### config.mk
export PLATFORM = sky130hd
export DESIGN_NAME = alu_7bit
export DESIGN_NICKNAME = d
export VERILOG_FILES = /design/src/rtl/alu_7bit_pkg.sv /design/src/rtl/alu_7bit_shr.sv /design/src/rtl/alu_7bit.sv
export SDC_FILE = /design/constraint.sdc
export NUM_CORES = 1
export LEC_CHECK = 0
export CAP_MARGIN = 25
export CELL_PAD_IN_SITES_DETAIL_PLACEMENT = 0
export CELL_PAD_IN_SITES_GLOBAL_PLACEMENT = 1
export CORE_MARGIN = 2
export CORE_UTILIZATION = 31
export CTS_BUF_LIST = sky130_fd_sc_hd__clkbuf_4
export DETAILED_ROUTE_END_ITERATION = 12
export HOLD_SLACK_MARGIN = 0.15
export PLACE_DENSITY_LB_ADDON = 0.2
export SYNTH_ARGS = -nofsm -noshare
export SYNTH_HDL_FRONTEND = slang
export SYNTH_HIERARCHICAL = 1
export SYNTH_SLANG_ARGS = --single-unit
export TNS_END_PERCENT = 30
### constraint.sdc
create_clock -name clk -period 2.65 [get_ports clk]
set_input_delay 0.6625 -clock clk [delete_from_list [all_inputs] [get_ports clk]]
set_output_delay 0.6625 -clock clk [all_outputs]
set_load 0.02 [all_outputs]
### src/rtl/alu_7bit_pkg.sv
// Shared constants and operation encodings for the 7-bit NOT/SHR ALU.
package alu_7bit_pkg;

  localparam int unsigned WIDTH = 7;

  typedef enum logic {
    OP_NOT = 1'b0,
    OP_SHR = 1'b1
  } op_e;

  localparam logic [WIDTH-1:0] RESULT_RST    = '0;
  localparam logic             ZF_RST        = 1'b1;
  localparam logic             OUT_VALID_RST = 1'b0;

endpackage

### src/rtl/alu_7bit_shr.sv
// Combinational logical right shifter: 1/2/4 barrel stages plus saturation to zero.
module alu_7bit_shr #(
  parameter int unsigned WIDTH = 7
) (
  input  logic [WIDTH-1:0] a,
  input  logic [WIDTH-1:0] b,
  output logic [WIDTH-1:0] y
);

  logic [WIDTH-1:0] s1;
  logic [WIDTH-1:0] s2;
  logic [WIDTH-1:0] s4;
  logic             sat;

  // Three barrel stages cover amounts 0..6; amounts of 7 and up force zero
  always_comb begin
    s1  = b[0] ? (a  >> 1) : a;
    s2  = b[1] ? (s1 >> 2) : s1;
    s4  = b[2] ? (s2 >> 4) : s2;
    sat = (|b[WIDTH-1:3]) || (b[2:0] == 3'b111);
    y   = sat ? '0 : s4;
  end

endmodule

### src/rtl/alu_7bit.sv
// Registered 7-bit ALU: NOT of A or logical right shift of A by B, with zero flag.
module alu_7bit
  import alu_7bit_pkg::*;
#(
  parameter int unsigned WIDTH = alu_7bit_pkg::WIDTH
) (
  input  logic             clk,
  input  logic             rst,
  input  logic [WIDTH-1:0] A,
  input  logic [WIDTH-1:0] B,
  input  logic             OP,
  input  logic             in_valid,
  output logic [WIDTH-1:0] result,
  output logic             ZF,
  output logic             out_valid
);

  logic [WIDTH-1:0] shr_y;
  logic [WIDTH-1:0] op_y;
  logic [WIDTH-1:0] result_d, result_q;
  logic             zf_d, zf_q;
  logic             out_valid_d, out_valid_q;

  alu_7bit_shr #(
    .WIDTH(WIDTH)
  ) u_shr (
    .a(A),
    .b(B),
    .y(shr_y)
  );

  // Operation mux, zero detect on the new value, and hold when no operation is issued
  always_comb begin
    result_d    = result_q;
    zf_d        = zf_q;
    out_valid_d = 1'b0;
    op_y        = (op_e'(OP) == OP_SHR) ? shr_y : ~A;
    if (in_valid) begin
      result_d    = op_y;
      zf_d        = (op_y == '0);
      out_valid_d = 1'b1;
    end
  end

  // Output registers; reset wins over a simultaneous in_valid
  always_ff @(posedge clk) begin
    if (rst) begin
      result_q    <= RESULT_RST;
      zf_q        <= ZF_RST;
      out_valid_q <= OUT_VALID_RST;
    end else begin
      result_q    <= result_d;
      zf_q        <= zf_d;
      out_valid_q <= out_valid_d;
    end
  end

  assign result    = result_q;
  assign ZF        = zf_q;
  assign out_valid = out_valid_q;

endmodule

Word-level counts from Yosys, hierarchy flattened:

Cells that the tools add are included.

* bits in registers: 9
* input bits: 18
* output and inout bits: 9
* word-level logic and storage cells: 14

* multiplexer cells: 6
* reductions and logical operators: 3
* bitwise operators: 1
* equality and inequality tests: 1

Operators by type and width (count)
* two-way mux 7 bit: 5
* logical NOT 7 bit: 1
* inverter 7 bit: 1
* OR reduction 4 bit: 1
* equality test 3 bit, second input constant: 1
* logical OR 1 bit: 1
* two-way mux 1 bit: 1

Logic depth before layout (Yosys ltp):

Gate-level depths: netlist of run 1.

* word-level depth: 6
* gate-level depth with buffers: 7
* gate-level depth less buffers: 6

Hierarchy:

Netlist of run 1, hierarchy kept.

Modules (own cells, without submodules)
* alu_7bit: area an instance 415.4 um2, cells an instance 52, sequential area each 180.2 um2, times used 1
* alu_7bit_shr: area an instance 264.0 um2, cells an instance 31, sequential area each 0.0 um2, times used 1

Worst setup path after synthesis of run 1:

No wires, ideal clock.

* kind: input to register
* start point: in B[0]
* end point: reg zf_q, in the netlist ZF
* slack: 307 ps
* path buffers: 1
* stages: 7
* library setup time: 84 ps
* data arrival time: 2259 ps
* cell sequence: buf_6 -> mux2_4 -> nor2b_4 -> o31a_1 -> or4b_1 -> a2bb2oi_1 -> o31ai_2

* cells in the longest elaborated chain, start to end: 6
* elaborated cells on any way between the ends: 8
* classes of those cells: 1 x eq/ne; 5 x mux; 2 x reduce/logical

Ends and longest elaborated chain
* start, declared: RTL line alu_7bit.sv:10 `input logic [WIDTH-1:0] B,`
* two-way mux 7 bit: RTL line alu_7bit_shr.sv:17 `s1 = b[0] ? (a >> 1) : a;`
* two-way mux 7 bit: RTL line alu_7bit_shr.sv:18 `s2 = b[1] ? (s1 >> 2) : s1;`
* two-way mux 7 bit: RTL line alu_7bit_shr.sv:19 `s4 = b[2] ? (s2 >> 4) : s2;`
* two-way mux 7 bit *: RTL line alu_7bit_shr.sv:21 `y = sat ? '0 : s4;`
* named net shr_y[1]: RTL line alu_7bit.sv:18 `logic [WIDTH-1:0] shr_y;`
* two-way mux 7 bit *: RTL line alu_7bit.sv:37 `op_y = (op_e'(OP) == OP_SHR) ? shr_y : ~A;`
* logical NOT 7 bit *: RTL line alu_7bit.sv:40 `zf_d = (op_y == '0);`
* end signal, assigned: RTL line alu_7bit.sv:53 `zf_q <= zf_d;`
* end, declared: RTL line alu_7bit.sv:21 `logic zf_d, zf_q;`

The timed path passes the listed nets; every way through them passes the cells marked *.
A chain may end at the register's enable or synchronous reset.

Final worst setup path of run 1:

* start point: in A[3]
* end point: reg zf_q, in the netlist ZF

* cells in the longest elaborated chain, start to end: 6
* elaborated cells on any way between the ends: 7
* classes of those cells: 5 x mux; 1 x bitwise; 1 x reduce/logical

Ends and longest elaborated chain
* start, declared: RTL line alu_7bit.sv:9 `input logic [WIDTH-1:0] A,`
* two-way mux 7 bit: RTL line alu_7bit_shr.sv:17
* two-way mux 7 bit: RTL line alu_7bit_shr.sv:18
* two-way mux 7 bit: RTL line alu_7bit_shr.sv:19
* two-way mux 7 bit: RTL line alu_7bit_shr.sv:21
* named net shr_y[1]: RTL line alu_7bit.sv:18
* two-way mux 7 bit: RTL line alu_7bit.sv:37
* logical NOT 7 bit: RTL line alu_7bit.sv:40

The timed path passes the listed nets, and every way through them passes these cells.

==> results of run 1 <==
## worst max path at each step
stage / from / to / slack, ns / depth (start not counted)
2_1_floorplan: B[0] / ZF / 0.31 / 7
3_3_place_gp: B[0] / ZF / -0.23 / 7
3_5_place_dp: B[0] / ZF / -0.27 / 7
4_1_cts: B[0] / ZF / 0.01 / 7
5_1_grt: A[4] / ZF / 0.14 / 7
6_report: A[3] / ZF / 0.20 / 7
## where the power goes
part / total [W] / switching (W) / internal, W
Clock: 0.000116 / 0.0000481 / 0.0000683
Combinational: 0.000131 / 0.0000584 / 0.0000729
Sequential: 0.000148 / 0.00000418 / 0.000144
## sequential cells by signal, indices dropped and copies added (netlist names)
signal     cells
ZF             1
out_valid      1
result         7
## tightest hold or removal path: cells and delay by family (launching register included)
family | cells | cell delay, ns
flip-flops | 1 | 0.31
AND/OR/NAND/NOR | 1 | 0.08
AO/OA/AOI/OAI | 1 | 0.05
## layer usage
layer,track usage [%],up-vias
li1,-,374
met1,18.33,317
met2,23.90,20
met3,4.386,2
met4,4.054,0
met5,0,-
## repair_timing
item | CTS | global route
endpoints found under the hold margin | 0 | 0
hold buffers | 0 | 0
resized for setup | 0 | 1
endpoints found under the setup margin | 0 | 1
## stage by stage
step                      cells  hold slack, ns  util (%)  cell area [µm²]   power, W
after floorplan              83          0.5559         -            679.4  0.0002152
after global placement      141          0.4751     50.50             1021  0.0002833
after detailed placement    141          0.4815     50.50             1021  0.0002838
after CTS                   145          0.4897     51.98             1051  0.0004034
after global routing        145          0.5119     52.10             1054  0.0004199
final                       145          0.4866     52.10             1054  0.0003961
## final cells by class
cell class	instances	area, µm²
well taps	27	33.78
fillers	208	968.4
multi-input cells	66	456.7
clock buffers	4	30.03
inverters	2	7.507
flip-flops and latches	9	180.2
repair buffers	37	345.3
## kinds of logic (layout without fill, tap and decap cells)
| logic type | Yosys count | count (layout) | synth area share [%] |
|---|---|---|---|
| simple gates | 37 | 37 | 31.86 |
| mux | 6 | 6 | 12.15 |
| compound gates | 23 | 23 | 23.21 |
| buf+inv | 8 | 43 | 6.261 |
| flops | 9 | 9 | 26.52 |
## placed cells by master (no fill, tap or decap), types with 2 or more instances in the layout
cell type / count
a21oi_1: 10
nand2b_1: 2
nor3_1: 2
nand2_1: 2
nor2_1: 19
nor3b_1: 2
clkdlybuf4s50_1: 25
dfxtp_1: 9
mux2i_1: 3
a211oi_1: 7
buf_4: 11
inv_1: 2
clkbuf_4: 4
==> impl_metrics.env, run 1 <==
export IMPL_start_util_pct=33.60
export IMPL_period_needed_ns=2.447
export IMPL_rows=16
export IMPL_cp_max_fo=2
export IMPL_max_cap_viol_count=0
export IMPL_vias=713
export IMPL_top_layer="met4"
export IMPL_avgSynthCellArea_um2=8.186
export IMPL_totalWireLength_um=1741
export IMPL_r2r_slack_ns=1.96
export IMPL_synth_flop_cell="dfxtp_1"
export IMPL_cts_root_buf="clkbuf_4"
export IMPL_wl_met3_um=70
export IMPL_clkSinkCount=9
export IMPL_drv_slew=0
export IMPL_hold_start="result[6]"
export IMPL_maxSlewHeadroom_pct=66.53
export IMPL_dpl_worst_slack_ns=-0.2656
export IMPL_path_cells="clkdlybuf4s50_1 -> mux2_4 -> nor2b_4 -> o31a_1 -> or4b_1 -> a2bb2oi_1 -> o31ai_2"
export IMPL_cp_slowest_cell="or4b_1"
export IMPL_yosys_area_top_type="dfxtp_1"
export IMPL_antenna_found_initial=0
export IMPL_area_growth_pct=55.06
export IMPL_grt_first_pass_wirelength_um=2829
export IMPL_synthCells=83
export IMPL_die_area_um2=2582
export IMPL_synth_most_common_cell="nor2_1"
export IMPL_post_route_drc_count=0
export IMPL_synth_cell_types=33
export IMPL_path_buf_inv=1
export IMPL_finalHoldViolCount=0
export IMPL_synth_edf_count=0
export IMPL_async_flop_share_pct=0
export IMPL_ys_ff_latch=9
export IMPL_max_freq_mhz=408.6
export IMPL_hold_path_end="result[6]"
export IMPL_ys_warn_count=6
export IMPL_syn_area_um2=679.4
export IMPL_die_h_um=50.82
export IMPL_critPathTopFamily="compound AO/OA/AOI/OAI gates"
export IMPL_port_buffers=26
export IMPL_crit_arrival_ns=2.63
export IMPL_wl_per_cell_um=12.01
export IMPL_worst_slew_pin_slew_ns=0.5005
export IMPL_hold_class="reg -> reg"
export IMPL_wl_met1_um=823
export IMPL_r2r_cells=2
export IMPL_die_w_um=50.82
export IMPL_fin_ws_ns=0.2027
export IMPL_fin_tns_setup_ns=0
export IMPL_critPathKind="in -> reg"
export IMPL_dr_wl_met2_um=834
export IMPL_hpwl_um=1426
export IMPL_p_per_area_nw_per_um2=376.0
export IMPL_cp_start_kind="primary input"
export IMPL_nNetsFinal=137
export IMPL_post_cts_buffers=0
export IMPL_period_share_pct=92.35
export IMPL_ys_seq_area_share_pct=26.52
export IMPL_reg2reg_to="ZF"
export IMPL_rsz0062_at_grt="false"
export IMPL_vdd_drop_max_mv=0.2385
export IMPL_synth_top_cell_area_share_pct=26.52
export IMPL_cp_required_ns=2.83
export IMPL_critPathMaxStageDelay_ns=0.47
export IMPL_globalplace_congestion=0.8377
export IMPL_hold_depth=2
export IMPL_cts_buffer_depth=2
export IMPL_setup_viol=0
export IMPL_clk_latency_ns=0.26
export IMPL_grt_total_usage_pct=14.51
export IMPL_coreArea_um2=2022
export IMPL_drive_gt1_share_pct=19.49
export IMPL_clk_pin_slew_ns=0.06
export IMPL_antenna_left=0
export IMPL_synth_nets=101
export IMPL_dr_pass1_iters=4
export IMPL_status="completed"
export IMPL_h_tree_depth=1
export IMPL_p_leak_nw=0.4234
export IMPL_netlist_top_cells_count="nor2_1, a21oi_1, dfxtp_1, a211oi_1"
export IMPL_grt_max_degree=18
export IMPL_grt_overflow_total=0
export IMPL_reg2reg_from="ZF"
export IMPL_io_pin_count=27
export IMPL_yosys_top_cells_area="dfxtp_1, nor2_1, a211oi_1, a21oi_1, mux2i_1"
export IMPL_viasPerCell=4.917
export IMPL_cts_buffers=3
export IMPL_finClkSkew_ns=0
export IMPL_cp_end_kind="flip-flop"
export IMPL_diodes=0
export IMPL_cts_tree="done"
export IMPL_drt_iter0_drc=19
export IMPL_grt_pass1_vias=641
Power figures use the tool's default switching activity.
==> inputs of run 2 (changes only) <==
--- a/config.mk
+++ b/config.mk
@@ -14,6 +14,7 @@
 export DETAILED_ROUTE_END_ITERATION = 12
 export HOLD_SLACK_MARGIN = 0.15
 export PLACE_DENSITY_LB_ADDON = 0.2
+export SKIP_LAST_GASP = 1
 export SYNTH_ARGS = -nofsm -noshare
 export SYNTH_HDL_FRONTEND = slang
 export SYNTH_HIERARCHICAL = 1
==> results of run 2 <==
Final layout, timing and power as in run 1 (identical DEF).
